===== config.mk =====
export PLATFORM = sky130hd
export DESIGN_NAME = determ_mult_fxp_arb
export DESIGN_NICKNAME = d
export VERILOG_FILES = /design/src/rtl/determ_mult_fxp_arb.sv
export SDC_FILE = /design/constraint.sdc
export NUM_CORES = 1
export LEC_CHECK = 0
export CAP_MARGIN = 20
export CORE_UTILIZATION = 43
export CTS_BUF_LIST = sky130_fd_sc_hd__clkbuf_4 sky130_fd_sc_hd__clkbuf_8 sky130_fd_sc_hd__clkbuf_16
export DETAILED_ROUTE_END_ITERATION = 6
export GPL_ROUTABILITY_DRIVEN = 1
export PLACE_DENSITY = 0.87
export REMOVE_ABC_BUFFERS = 1
export SYNTH_ARGS = -nofsm -noshare
export SYNTH_HDL_FRONTEND = slang
export SYNTH_SLANG_ARGS = --single-unit

===== constraint.sdc =====
create_clock -name CLK -period 9.1 [get_ports CLK]
set_clock_uncertainty 0.2 [all_clocks]
set_input_delay 1.365 -clock CLK [delete_from_list [all_inputs] [get_ports CLK]]
set_output_delay 1.365 -clock CLK [all_outputs]
set_load 0.05 [all_outputs]

===== src/rtl/determ_mult_fxp_arb.sv =====
// Round-robin arbiter sharing one bitstream x FXP multiplier among NUM_REQ
// requesters. The winning requester's coefficient is passed (bit=1) or
// negated (bit=0) into a single registered output slot tagged with its ID.
module determ_mult_fxp_arb #(
  parameter int unsigned BIT_WIDTH = 16,
  parameter int unsigned NUM_REQ   = 4,
  localparam int unsigned ID_W     = $clog2(NUM_REQ)
) (
  input  logic                         CLK,
  input  logic                         nRST,
  input  logic [NUM_REQ-1:0]           req_valid,
  input  logic [NUM_REQ-1:0]           req_a,
  input  logic [NUM_REQ*BIT_WIDTH-1:0] req_b,
  output logic [NUM_REQ-1:0]           req_ready,
  output logic                         out_valid,
  input  logic                         out_ready,
  output logic [BIT_WIDTH-1:0]         out_y,
  output logic [ID_W-1:0]              out_id
);

  typedef enum logic {EMPTY = 1'b0, FULL = 1'b1} state_t;

  state_t               state_q, state_d;
  logic [BIT_WIDTH-1:0] out_y_q, out_y_d;
  logic [ID_W-1:0]      out_id_q, out_id_d;
  logic [ID_W-1:0]      ptr_q, ptr_d;

  logic                 can_load;
  logic                 found;
  logic [ID_W-1:0]      gnt_idx;
  logic [NUM_REQ-1:0]   grant_vec;
  logic [BIT_WIDTH-1:0] sel_b;
  logic                 sel_a;

  // Round-robin search: first pass covers ptr..NUM_REQ-1, second pass wraps to 0..ptr-1.
  always_comb begin
    can_load  = (state_q == EMPTY) || out_ready;
    found     = 1'b0;
    gnt_idx   = '0;
    grant_vec = '0;
    for (int unsigned i = 0; i < NUM_REQ; i++) begin
      if (!found && (32'(ptr_q) <= i) && req_valid[i]) begin
        found   = 1'b1;
        gnt_idx = ID_W'(i);
      end
    end
    for (int unsigned i = 0; i < NUM_REQ; i++) begin
      if (!found && req_valid[i]) begin
        found   = 1'b1;
        gnt_idx = ID_W'(i);
      end
    end
    if (can_load && found) begin
      grant_vec[gnt_idx] = 1'b1;
    end
  end

  // Grant is suppressed while reset is asserted since the EMPTY state would otherwise allow loads.
  always_comb begin
    req_ready = nRST ? grant_vec : '0;
  end

  // Operand mux for the granted requester.
  always_comb begin
    sel_b = '0;
    sel_a = 1'b0;
    for (int unsigned i = 0; i < NUM_REQ; i++) begin
      if (gnt_idx == ID_W'(i)) begin
        sel_b = req_b[i*BIT_WIDTH +: BIT_WIDTH];
        sel_a = req_a[i];
      end
    end
  end

  // Next-state: load on grant, drain to EMPTY when consumed without a new request, else hold.
  always_comb begin
    state_d  = state_q;
    out_y_d  = out_y_q;
    out_id_d = out_id_q;
    ptr_d    = ptr_q;
    if (can_load && found) begin
      state_d  = FULL;
      out_y_d  = sel_a ? sel_b : -sel_b;
      out_id_d = gnt_idx;
      ptr_d    = ID_W'((32'(gnt_idx) + 1) % NUM_REQ);
    end else if ((state_q == FULL) && out_ready) begin
      state_d = EMPTY;
    end
  end

  // State and output registers.
  always_ff @(posedge CLK or negedge nRST) begin
    if (!nRST) begin
      state_q  <= EMPTY;
      out_y_q  <= '0;
      out_id_q <= '0;
      ptr_q    <= '0;
    end else begin
      state_q  <= state_d;
      out_y_q  <= out_y_d;
      out_id_q <= out_id_d;
      ptr_q    <= ptr_d;
    end
  end

  assign out_valid = (state_q == FULL);
  assign out_y     = out_y_q;
  assign out_id    = out_id_q;

endmodule


Word level (Yosys, flattened, before mapping)

Index checks and enable logic that the tools add are counted.

Logic and storage cells: 68
Output and inout bits: 23
Bits of input ports: 75
Register bits: 21

Reduce and logical (&&, ||, !) cells: 23
Equal/unequal tests: 3
$add $sub $neg: 2
Bitwise gates (word level): 1
Order comparisons: 5
Mux-type cells: 30

Operators with widths:

| operator            | number |
|---|---|
| $mux 16             | 5 |
| $mux 1              | 16 |
| $neg 16->16         | 1 |
| $logic_and 1x1->1   | 13 |
| $mux 2              | 6 |
| $mux 4              | 2 |
| $logic_not 1->1     | 7 |
| $eq 2x2->1 const B  | 2 |
| $le 2x1->1 const B  | 2 |
| $lt 2x3->1 const B  | 1 |
| $add 2x1->2 const B | 1 |
| $demux 1 s2         | 1 |
| $eq 2x1->1 const B  | 1 |
| $ge 2x1->1 const B  | 1 |
| $le 2x2->1 const B  | 1 |
| $logic_not 2->1     | 1 |
| $reduce_bool 2->1   | 1 |
| $logic_or 1x1->1    | 1 |
| $not 1->1           | 1 |

Depth between registers and ports, before layout

Gate-level depths: netlist of run 1.

Word-level depth: 33
Gate-level depth with buffers: 18
Depth with buffers taken out: 15

Least setup slack after synthesis of run 1

OpenSTA, ideal clock, no wires.

Path type: input-to-output
Start: input req_valid[2]
End: output req_ready[1]
Data arrival time: 3041 ps
Stages on the path: 6
Required time: 7535 ps
Slack: 4494 ps
Buffers on the path: 2
Path through: a21boi_0 -> o221ai_1 -> ha_1 -> buf_1 -> clkbuf_1 -> and3_1

Cells in the longest elaborated chain, start to end: 23
Elaborated cells between the ends (all ways): 31
Those cells by class: 2 x order compare; 16 x mux; 13 x reduce/logical

Ends and longest elaborated chain:

| what                                                                  | RTL line | source |
|---|---|---|
| start, declared                                                       | 11       | `input logic [NUM_REQ-1:0] req_valid,` |
| $logic_and 1x1->1                                                     | 42       | `if (!found && (32'(ptr_q) <= i) && req_valid[i]) begin` |
| $mux 1                                                                | 42       |  |
| $logic_not 1->1                                                       | 42       |  |
| $logic_and 1x1->1                                                     | 42       |  |
| $mux 1                                                                | 42       |  |
| $logic_not 1->1                                                       | 48       | `if (!found && req_valid[i]) begin` |
| $logic_and 1x1->1                                                     | 48       |  |
| $mux 1                                                                | 48       |  |
| [7 not listed]                                                        | -        |  |
| $logic_and 1x1->1                                                     | 48       |  |
| $mux 2                                                                | 48       |  |
| $lt 2x3->1 (implied by the code) / $ge 2x1->1 (equally long branches) | 54       | `grant_vec[gnt_idx] = 1'b1;` |
| $logic_and 1x1->1 (implied by the code)                               | 54       |  |
| $mux 1 (implied by the code)                                          | 54       |  |
| $demux 1 s2                                                           | 54       |  |
| $mux 4 *                                                              | 53       | `if (can_load && found) begin` |
| $mux 4 *                                                              | 60       | `req_ready = nRST ? grant_vec : '0;` |
| end, declared                                                         | 14       | `output logic [NUM_REQ-1:0] req_ready,` |

Every way passes the cells marked *; elsewhere a longest branch is shown, timed or not.

Final worst setup path of run 1

Start: input req_valid[1]
End: register out_y_q[12] (netlist: out_y[12])

Cells in the longest elaborated chain, start to end: 28
Elaborated cells between the ends (all ways): 43
Those cells by class: 1 x add/sub; 3 x eq/ne; 23 x mux; 16 x reduce/logical

Ends and longest elaborated chain:

| what                            | RTL line | source |
|---|---|---|
| $logic_and 1x1->1               | 42       |  |
| $mux 1                          | 42       |  |
| $logic_not 1->1                 | 42       |  |
| $logic_and 1x1->1 (2 in series) | 42       |  |
| $mux 1                          | 42       |  |
| $logic_not 1->1                 | 42       |  |
| $logic_and 1x1->1               | 42       |  |
| $mux 1                          | 42       |  |
| [8 not listed]                  | -        |  |
| $mux 1                          | 48       |  |
| $logic_not 1->1                 | 48       |  |
| $logic_and 1x1->1               | 48       |  |
| $mux 2                          | 48       |  |
| $logic_not 2->1                 | 68       | `if (gnt_idx == ID_W'(i)) begin` |
| $mux 16 (4 in series)           | 68       |  |
| $neg 16->16                     | 83       | `out_y_d = sel_a ? sel_b : -sel_b;` |
| $mux 16                         | 83       |  |
| end signal, assigned            | 100      | `out_y_q <= out_y_d;` |
| end, declared                   | 24       | `logic [BIT_WIDTH-1:0] out_y_q, out_y_d;` |

Several ways; a longest one is shown, not always the timed one.
A chain may end at the register's enable or synchronous reset.

==> metrics.yaml, run 1 <==
crit_path_start_kind: "input port"
hpwl_um: 4640
cpMaxStageDelayCell: "a222oi_1"
diodes: 0
maxCapViolations: 0
fmax_mhz: 174
endpoint_kind: "flop"
timing.final.ws_setup_ns: 3.36
worst-setup-path-type: "input port to flop"
worstPathRequired_ns: 9.09
rsz0062_at_grt: "no"
hold_buffers: 0
synth_enable_flop_cells: 0
p_per_area_nw_per_um2: 311
nets: 397
io_pins: 98
p_leak_nw: 1.15
synth_ff_type: "dfrtp_1"
grt_pass1_wl_um: 9320
ys_seq_elements: 21
avgSynthCellArea_um2: 7.91
post_cts_buffers: 0
clk_pin_slew_ns: 0.07
via_count: 2222
stdcell_area_um2: 2840
worstPathArrival_ns: 5.73
wl_per_cell_um: 17.0
grt_usage_pct: 27.5
synth_area_um2: 1820
cts_tree: "built"
worst_pin_slew_ns: 1.03
syn-instance-count: 230
finalHoldViolCount: 0
drive_gt1_share_pct: 3.16
ys_seq_area_share_pct: 28.9
dieArea_um2: 4500
fp.dieW_um: 67.0
start_util_pct: 45.2
drc: 0
rows: 23
syn2layout_area_growth_pct: 56.0
ant_nets: 0
finalCriticalPeriod_ns: 5.74
via_per_inst: 6.07
clk-insertion-delay-late_ns: 0.25
drtPass1Iterations: 4
worstPathCellList: "clkdlybuf4s50_1 -> a21boi_0 -> o221ai_1 -> ha_1 -> nor2b_1 -> a221o_1 -> a222oi_1 -> nand3_1 -> or4_1 -> nand3_1"
worstHoldPathType: "flop to flop"
path_max_fanout: 22
tns_ns: 0
synth.distinct_cells: 44
status: "finished, final reports clean"
async_flop_share_pct: 100
grt_max_degree: 38
core_um2: 4030
drt_wl_total_um: 6220
post-route-period-util_pct: 63.1
holdWs_ns: 0.287
grt_antenna_before_repair: 0
routabilityCongestion: 0.915
drt-initial-drc-count: 191
irDropWorstVdd_uv: 151
finalPower_uw: 882
pre_cts_ws_ns: 3.32
cts.sinks: 21
setup_viol: 0
cts_resized: 0
clock_path_buffers: 2
finalMaxSlewViolations: 0
place_area_um2: 2790
cts_buffers: 3
overflow: 0
root_buffer: "clkbuf_8"
critPathMaxStageDelay_ns: 0.82
htreeDepth: 1
ys_warn_count: 0
die_y_um: 67.0
worst_path_most_repeated_cell: "nand3_1"
grt_pass1_vias: 1992
port-buffer-count: 97
max-slew-margin-rel_pct: 31.1
==> cell type report <==
type | count | area [µm²]
repair buffers | 99 | 986
inverters | 11 | 41.3
multi-input cells | 181 | 1170
fillers | 340 | 1190
flip-flops and latches | 21 | 526
clock buffers | 4 | 48.8
well taps | 50 | 62.6
==> state kept, by name, summed over array words and instances (netlist names) <==
name and cells:
ptr_q 2, out_valid 1, out_y 16, out_id 2
==> logic make-up after synthesis <==
group	after synthesis	share of synthesized area, %
adder cells (fa/ha/maj)	5	3.44
multiplexers	2	1.17
AND/OR/NAND/NOR	82	21.5
AO/OA/AOI/OAI	85	35.1
XOR/XNOR	7	3.37
buffers and inverters	28	6.60
flip-flops	21	28.9
==> worst paths after layout <==
check	from	end	slack (ns)	depth (start not counted)
max	req_valid[1]	out_y[12]$_DFFE_PN0P_	3.36	10
min	out_y[5]$_DFFE_PN0P_	out_y[5]$_DFFE_PN0P_	0.29	2
max reg2reg	ptr_q[1]$_DFFE_PN0P_	out_y[12]$_DFFE_PN0P_	4.50	10
min reg2reg	out_y[5]$_DFFE_PN0P_	out_y[5]$_DFFE_PN0P_	0.29	2
max in group asynchronous	nRST	out_id[1]$_DFFE_PN0P_	7.19	2
min in group asynchronous	nRST	out_y[7]$_DFFE_PN0P_	1.25	2
==> metal layers <==
metal	share of wire (%)	wire length, µm	up-vias	track usage, %
li1	-	-	1051	-
met1	41	2540	1041	35.2
met2	49	3070	119	47.0
met3	7.4	460	11	3.94
met4	2.4	147	0	7.98
met5	0	0	-	0
==> synthesized netlist by cell type, types with 2 or more instances <==
cell / count / area (µm²)
a21o_1: 5 / 37.5
a21oi_1: 14 / 70.1
a221o_1: 14 / 140
a221oi_1: 3 / 26.3
a222oi_1: 2 / 20.0
a22oi_1: 7 / 52.6
a31oi_1: 5 / 31.3
and3_1: 4 / 25.0
buf_6: 2 / 22.5
clkbuf_1: 14 / 52.6
dfrtp_1: 21 / 526
ha_1: 5 / 62.6
inv_1: 11 / 41.3
nand2_1: 29 / 109
nand2b_1: 2 / 12.5
nand3_1: 14 / 70.1
nand3b_1: 2 / 15.0
nor2_1: 15 / 56.3
nor2b_1: 2 / 12.5
nor3_1: 5 / 25.0
o2111ai_1: 3 / 26.3
o21ai_0: 12 / 60.1
o221ai_1: 4 / 35.0
o22a_1: 8 / 70.1
or4_1: 3 / 22.5
xnor2_1: 2 / 17.5
xor2_1: 5 / 43.8
==> placed cells by master, fill, tap and decap left out, drive strengths merged, types with 5 or more instances in the layout <==
cell / instances
a21o: 5
a21oi: 14
a221o: 14
a22oi: 7
a31oi: 5
clkdlybuf4s50: 97
dfrtp: 21
ha: 5
inv: 11
nand2: 29
nand3: 14
nor2: 15
nor3: 5
o21ai: 13
o22a: 8
xor2: 5
==> power breakdown <==
part           switching (mW)  internal [mW]
logic                   0.407          0.243
clock network          0.0341         0.0343
registers              0.0283          0.135
total                   0.469          0.413
==> stage by stage <==
step	util (%)	cells
final	70.4	366
after global routing	70.4	366
after CTS	70.4	366
after detailed placement	69.2	362
after global placement	69.2	362
after floorplan	-	213
==> worst max-delay path, delay by kind of cell <==
kind                       cells  cell delay (ns)
AOI/OAI and AO/OA              4             1.71
adders and majority gates      1             0.70
buffers and inverters          1             0.52
and+or+nand+nor                4             1.41
No activity file was read; power rests on OpenSTA's default activity.
==> run 2: changes to the inputs <==
--- a/config.mk
+++ b/config.mk
@@ -6,11 +6,11 @@
 export NUM_CORES = 1
 export LEC_CHECK = 0
 export CAP_MARGIN = 20
-export CORE_UTILIZATION = 43
+export CORE_UTILIZATION = 40
 export CTS_BUF_LIST = sky130_fd_sc_hd__clkbuf_4 sky130_fd_sc_hd__clkbuf_8 sky130_fd_sc_hd__clkbuf_16
 export DETAILED_ROUTE_END_ITERATION = 6
 export GPL_ROUTABILITY_DRIVEN = 1
-export PLACE_DENSITY = 0.87
+export PLACE_DENSITY = 0.82
 export REMOVE_ABC_BUFFERS = 1
 export SYNTH_ARGS = -nofsm -noshare
 export SYNTH_HDL_FRONTEND = slang
==> constraint.sdc (replaced) <==
create_clock -name CLK -period 5.9 [get_ports CLK]
set_clock_uncertainty 0.2 [all_clocks]
set_input_delay 0.885 -clock CLK [delete_from_list [all_inputs] [get_ports CLK]]
set_output_delay 0.885 -clock CLK [all_outputs]
set_load 0.05 [all_outputs]
==> metrics.yaml, run 2 (synthesis gave the netlist of run 1 again) <==
worst_path_most_repeated_cell: "nand3_1"
path_max_fanout: 15
setup_viol: 0
use_met3_pct: 2.33
ant_nets: 0
cts_buffers: 3
r2r_start: "ptr_q[1]$_DFFE_PN0P_"
path_depth: 11
worst_pin_slew_ns: 1.00
core_um2: 4350
grt_usage_pct: 26.0
final_cell_mix: "clkdlybuf4s50_1 (97), nand2_1 (29), dfrtp_1 (21), nor2_1 (15)"
port-buffer-count: 97
rows: 24
fmax_mhz: 207
endpoint_kind: "flop"
place_area_um2: 2810
clk_pin_slew_ns: 0.08
drive_gt1_share_pct: 4.08
stdcell_area_um2: 2860
drc: 0
drt_wl_total_um: 6120
rsz0062_at_grt: "no"
final_cells: 371
grt_busiest_layer: "met2"
diodes: 0
die_y_um: 69.4
worst-setup-path-type: "input port to flop"
multi_input_comb_area_um2: 1170
cts_tree: "built"
via_count: 2163
dieArea_um2: 4820
r2r_slack_ns: 1.70
cts.sinks: 21
nets: 400
htreeDepth: 1
grt_max_degree: 38
clk-insertion-delay-late_ns: 0.26
grt_util_met2_pct: 43.9
fillers: 374
finalPower_mw: 1.36
syn2layout_area_growth_pct: 57.4
grt_pass1_wl_um: 10000
layout_commonest_cell: "clkdlybuf4s50_1"
fp.dieW_um: 69.4
hold_buffers: 0
start_util_pct: 41.8
wl_per_cell_um: 16.5
post_cts_buffers: 0
utilization_pct: 65.7
post-route-period-util_pct: 81.7
cpMaxStageDelayCell: "a222oi_1"
grt_pass1_vias: 2048
tns_ns: 0
finalMaxSlewViolations: 0
worstPathRequired_ns: 5.89
routabilityCongestion: 0.884
max-slew-margin-rel_pct: 33.2
finalCriticalPeriod_ns: 4.82
worstPathArrival_ns: 4.82
finalHoldViolCount: 0
crit_path_start_kind: "input port"
grt_antenna_before_repair: 0
ff2ff_path_depth: 12
p_per_area_nw_per_um2: 476
cp_num_buf_inv: 2
cts_resized: 0
crit_path_end: "out_y[12]$_DFFE_PN0P_"
timing.final.ws_setup_ns: 1.08
drt-initial-drc-count: 242
worstHoldPathType: "flop to flop"
holdWs_ns: 0.280
r2r-end: "out_y[12]$_DFFE_PN0P_"
dp_cells: 366
largest_register_ffs: 16
worstPathCellList: "clkdlybuf4s50_1 -> a21boi_0 -> o221ai_1 -> inv_1 -> ha_1 -> nand2b_1 -> o22a_1 -> a222oi_1 -> nand3_1 -> or4_1 -> nand3_1"
clock_path_buffers: 2
seqCellArea_um2: 526
p_leak_nw: 1.17
via_per_inst: 5.83
status: "finished, final reports clean"
critPathTopFamily: "compound AO/OA/AOI/OAI gates"
pre_cts_ws_ns: 0.931
hpwl_um: 4820
io_pins: 98
startpoint: "req_valid[2]"
drtPass1Iterations: 4
grt.met1_usage_pct: 36.1
irDropWorstVdd_uv: 236
root_buffer: "clkbuf_8"
critPathMaxStageDelay_ns: 0.66
maxCapViolations: 0
overflow: 0
[run 2: cell count changes in the layout (fill, tap and decap cells not counted), sizes merged]
cell  previous run  this run
buf              2         5
[run 2: worst min path at each step]
stage | start | endpoint | cells after the start
2_1_floorplan | ptr_q[0]$_DFFE_PN0P_ | ptr_q[0]$_DFFE_PN0P_ | 2
3_3_place_gp | out_id[0]$_DFFE_PN0P_ | out_id[0]$_DFFE_PN0P_ | 1
3_5_place_dp | out_id[0]$_DFFE_PN0P_ | out_id[0]$_DFFE_PN0P_ | 1
4_1_cts | out_id[0]$_DFFE_PN0P_ | out_id[0]$_DFFE_PN0P_ | 1
5_1_grt | out_y[3]$_DFFE_PN0P_ | out_y[3]$_DFFE_PN0P_ | 2
6_report | out_id[0]$_DFFE_PN0P_ | out_id[0]$_DFFE_PN0P_ | 1
[run 2: power by group]
group / leakage (nW) / internal, mW / switching (mW) / total, mW
Combinational: 0.890 / 0.382 / 0.624 / 1.01
Sequential: 0.250 / 0.209 / 0.0430 / 0.252
Clock: 0.0262 / 0.0528 / 0.0505 / 0.103
Total: 1.17 / 0.644 / 0.718 / 1.36
[run 2: metal layers]
metal	part of all wire (%)	up-vias	routed length, µm
li1	-	1057	-
met1	46	1036	2800
met2	50	66	3060
met3	3.4	4	206
met4	0.80	0	49
met5	0	-	0
[run 2: area by class of cell]
type | count | share of cell area [%]
Sequential cell | 21 | 18.4
Clock buffer | 4 | 1.70
Timing Repair Buffer | 102 | 35.2
Tap cell | 52 | 2.27
Inverter | 11 | 1.44
Multi-Input combinational cell | 181 | 41.0
==> run 3: changes to the inputs <==
==> constraint.sdc (replaced) <==
create_clock -name CLK -period 4.5 [get_ports CLK]
set_clock_uncertainty 0.2 [all_clocks]
set_input_delay 0.675 -clock CLK [delete_from_list [all_inputs] [get_ports CLK]]
set_output_delay 0.675 -clock CLK [all_outputs]
set_load 0.05 [all_outputs]
==> metrics.yaml, run 3 (synthesis gave the netlist of run 1 again) <==
worst_pin_slew_ns: 0.887
max-slew-margin-rel_pct: 40.9
dieArea_um2: 4820
hold_depth: 1
rsz0062_at_grt: "no"
layout_commonest_cell: "clkdlybuf4s50_1"
post_cts_buffers: 0
r2r-end: "out_y[15]$_DFFE_PN0P_"
io_pins: 98
p_per_area_nw_per_um2: 631
cpMaxStageDelayCell: "clkdlybuf4s50_1"
finalHoldViolCount: 0
grt_pass1_wl_um: 10400
clk-insertion-delay-late_ns: 0.26
drtPass1Iterations: 6
finalMaxSlewViolations: 0
timing.final.ws_setup_ns: 0.183
die_y_um: 69.4
grt_usage_pct: 26.9
root_buffer: "clkbuf_8"
irDropWorstVdd_uv: 304
htreeDepth: 1
stdcell_area_um2: 2920
p_leak_nw: 1.21
hpwl_um: 5170
routabilityCongestion: 0.943
cts_resized: 0
r2r_slack_ns: 0.69
ant_nets: 0
utilization_pct: 67.1
drt_wl_total_um: 6470
worst-setup-path-type: "input port to flop"
r2r_start: "ptr_q[0]$_DFFE_PN0P_"
overflow: 0
via_count: 2205
cts_tree: "built"
finalCriticalPeriod_ns: 4.32
wl_per_cell_um: 17.1
endpoint_kind: "flop"
fillers: 384
via_per_inst: 5.82
post-route-period-util_pct: 95.9
grt_max_degree: 32
status: "finished, final reports clean"
clock_path_buffers: 2
worstPathCellList: "clkdlybuf4s50_1 -> a21boi_0 -> o221ai_1 -> inv_1 -> ha_1 -> nand2b_1 -> o22a_1 -> a222oi_1 -> buf_4 -> nand4_1 -> nor3_1 -> mux2_2"
nets: 408
maxCapViolations: 0
largest_register_ffs: 16
final_cell_mix: "clkdlybuf4s50_1 (95), nand2_1 (29), dfrtp_1 (21), nor2_1 (15), buf_4 (15)"
place_area_um2: 2870
critPathMaxStageDelay_ns: 0.52
tns_ns: 0
syn2layout_area_growth_pct: 60.5
pre_cts_ws_ns: -0.103
ff2ff_path_depth: 11
rows: 24
worstHoldPathType: "flop to flop"
holdWs_ns: 0.278
crit_path_start_kind: "input port"
diodes: 0
worstPathRequired_ns: 4.45
path_max_fanout: 11
core_um2: 4350
worstPathArrival_ns: 4.26
drc: 0
clk_pin_slew_ns: 0.08
fmax_mhz: 232
grt_antenna_before_repair: 0
port-buffer-count: 97
fp.dieW_um: 69.4
drt-initial-drc-count: 194
hold_buffers: 0
cts.sinks: 21
min_from: "out_id[0]$_DFFE_PN0P_"
holdPathEnd: "out_id[0]$_DFFE_PN0P_"
start_util_pct: 41.8
grt_pass1_vias: 2179
setup_viol: 0
cts_buffers: 3
drive_gt1_share_pct: 7.34
-- run 3: how the worst max path moves through the flow --
stage / from / end / slack, ns
6_report: req_valid[1] / out_y[15]$_DFFE_PN0P_ / 0.18
4_1_cts: req_valid[1] / out_y[6]$_DFFE_PN0P_ / 0.18
2_1_floorplan: req_valid[2] / out_y[12]$_DFFE_PN0P_ / 0.67
3_3_place_gp: req_valid[2] / out_y[6]$_DFFE_PN0P_ / 0.07
3_5_place_dp: req_valid[1] / out_y[6]$_DFFE_PN0P_ / -0.10
5_1_grt: req_valid[1] / out_y[15]$_DFFE_PN0P_ / 0.04
-- run 3: cell type report --
type / instances / area [µm²] / area share (%)
well taps: 52 / 65.1 / 2.23
inverters: 11 / 41.3 / 1.41
clock buffers: 4 / 48.8 / 1.67
multi-input cells: 181 / 1180 / 40.3
flip-flops and latches: 21 / 526 / 18.0
repair buffers: 110 / 1060 / 36.4
-- run 3: report_power, final --
part           total (mW)  internal [mW]  switching, mW
clock network       0.134         0.0691         0.0647
logic                1.37          0.543          0.831
registers           0.335          0.274         0.0606
total                1.84          0.886          0.957
-- run 3: per-stage QoR --
stage               total power, mW  cells
finish                         1.84    379
global route                   1.96    379
CTS                            1.82    379
detailed placement             1.69    375
global placement               1.67    375
floorplan                      1.22    213
-- run 3: routing by layer --
metal  routed length, µm  vias up  track usage (%)
met3                 421       13             3.63
met5                   0        -                0
met1                2750     1020             34.7
met2                3160      102             46.6
met4                 132        0             7.94
li1                    -     1070                -
-- run 3: worst max-delay path: cells and delay by family --
| family | cells | cell delay (ns) |
|---|---|---|
| mux | 1 | 0.37 |
| fa+ha+maj | 1 | 0.32 |
| compound gates | 4 | 1.21 |
| buf+inv | 3 | 0.86 |
| simple gates | 3 | 0.82 |
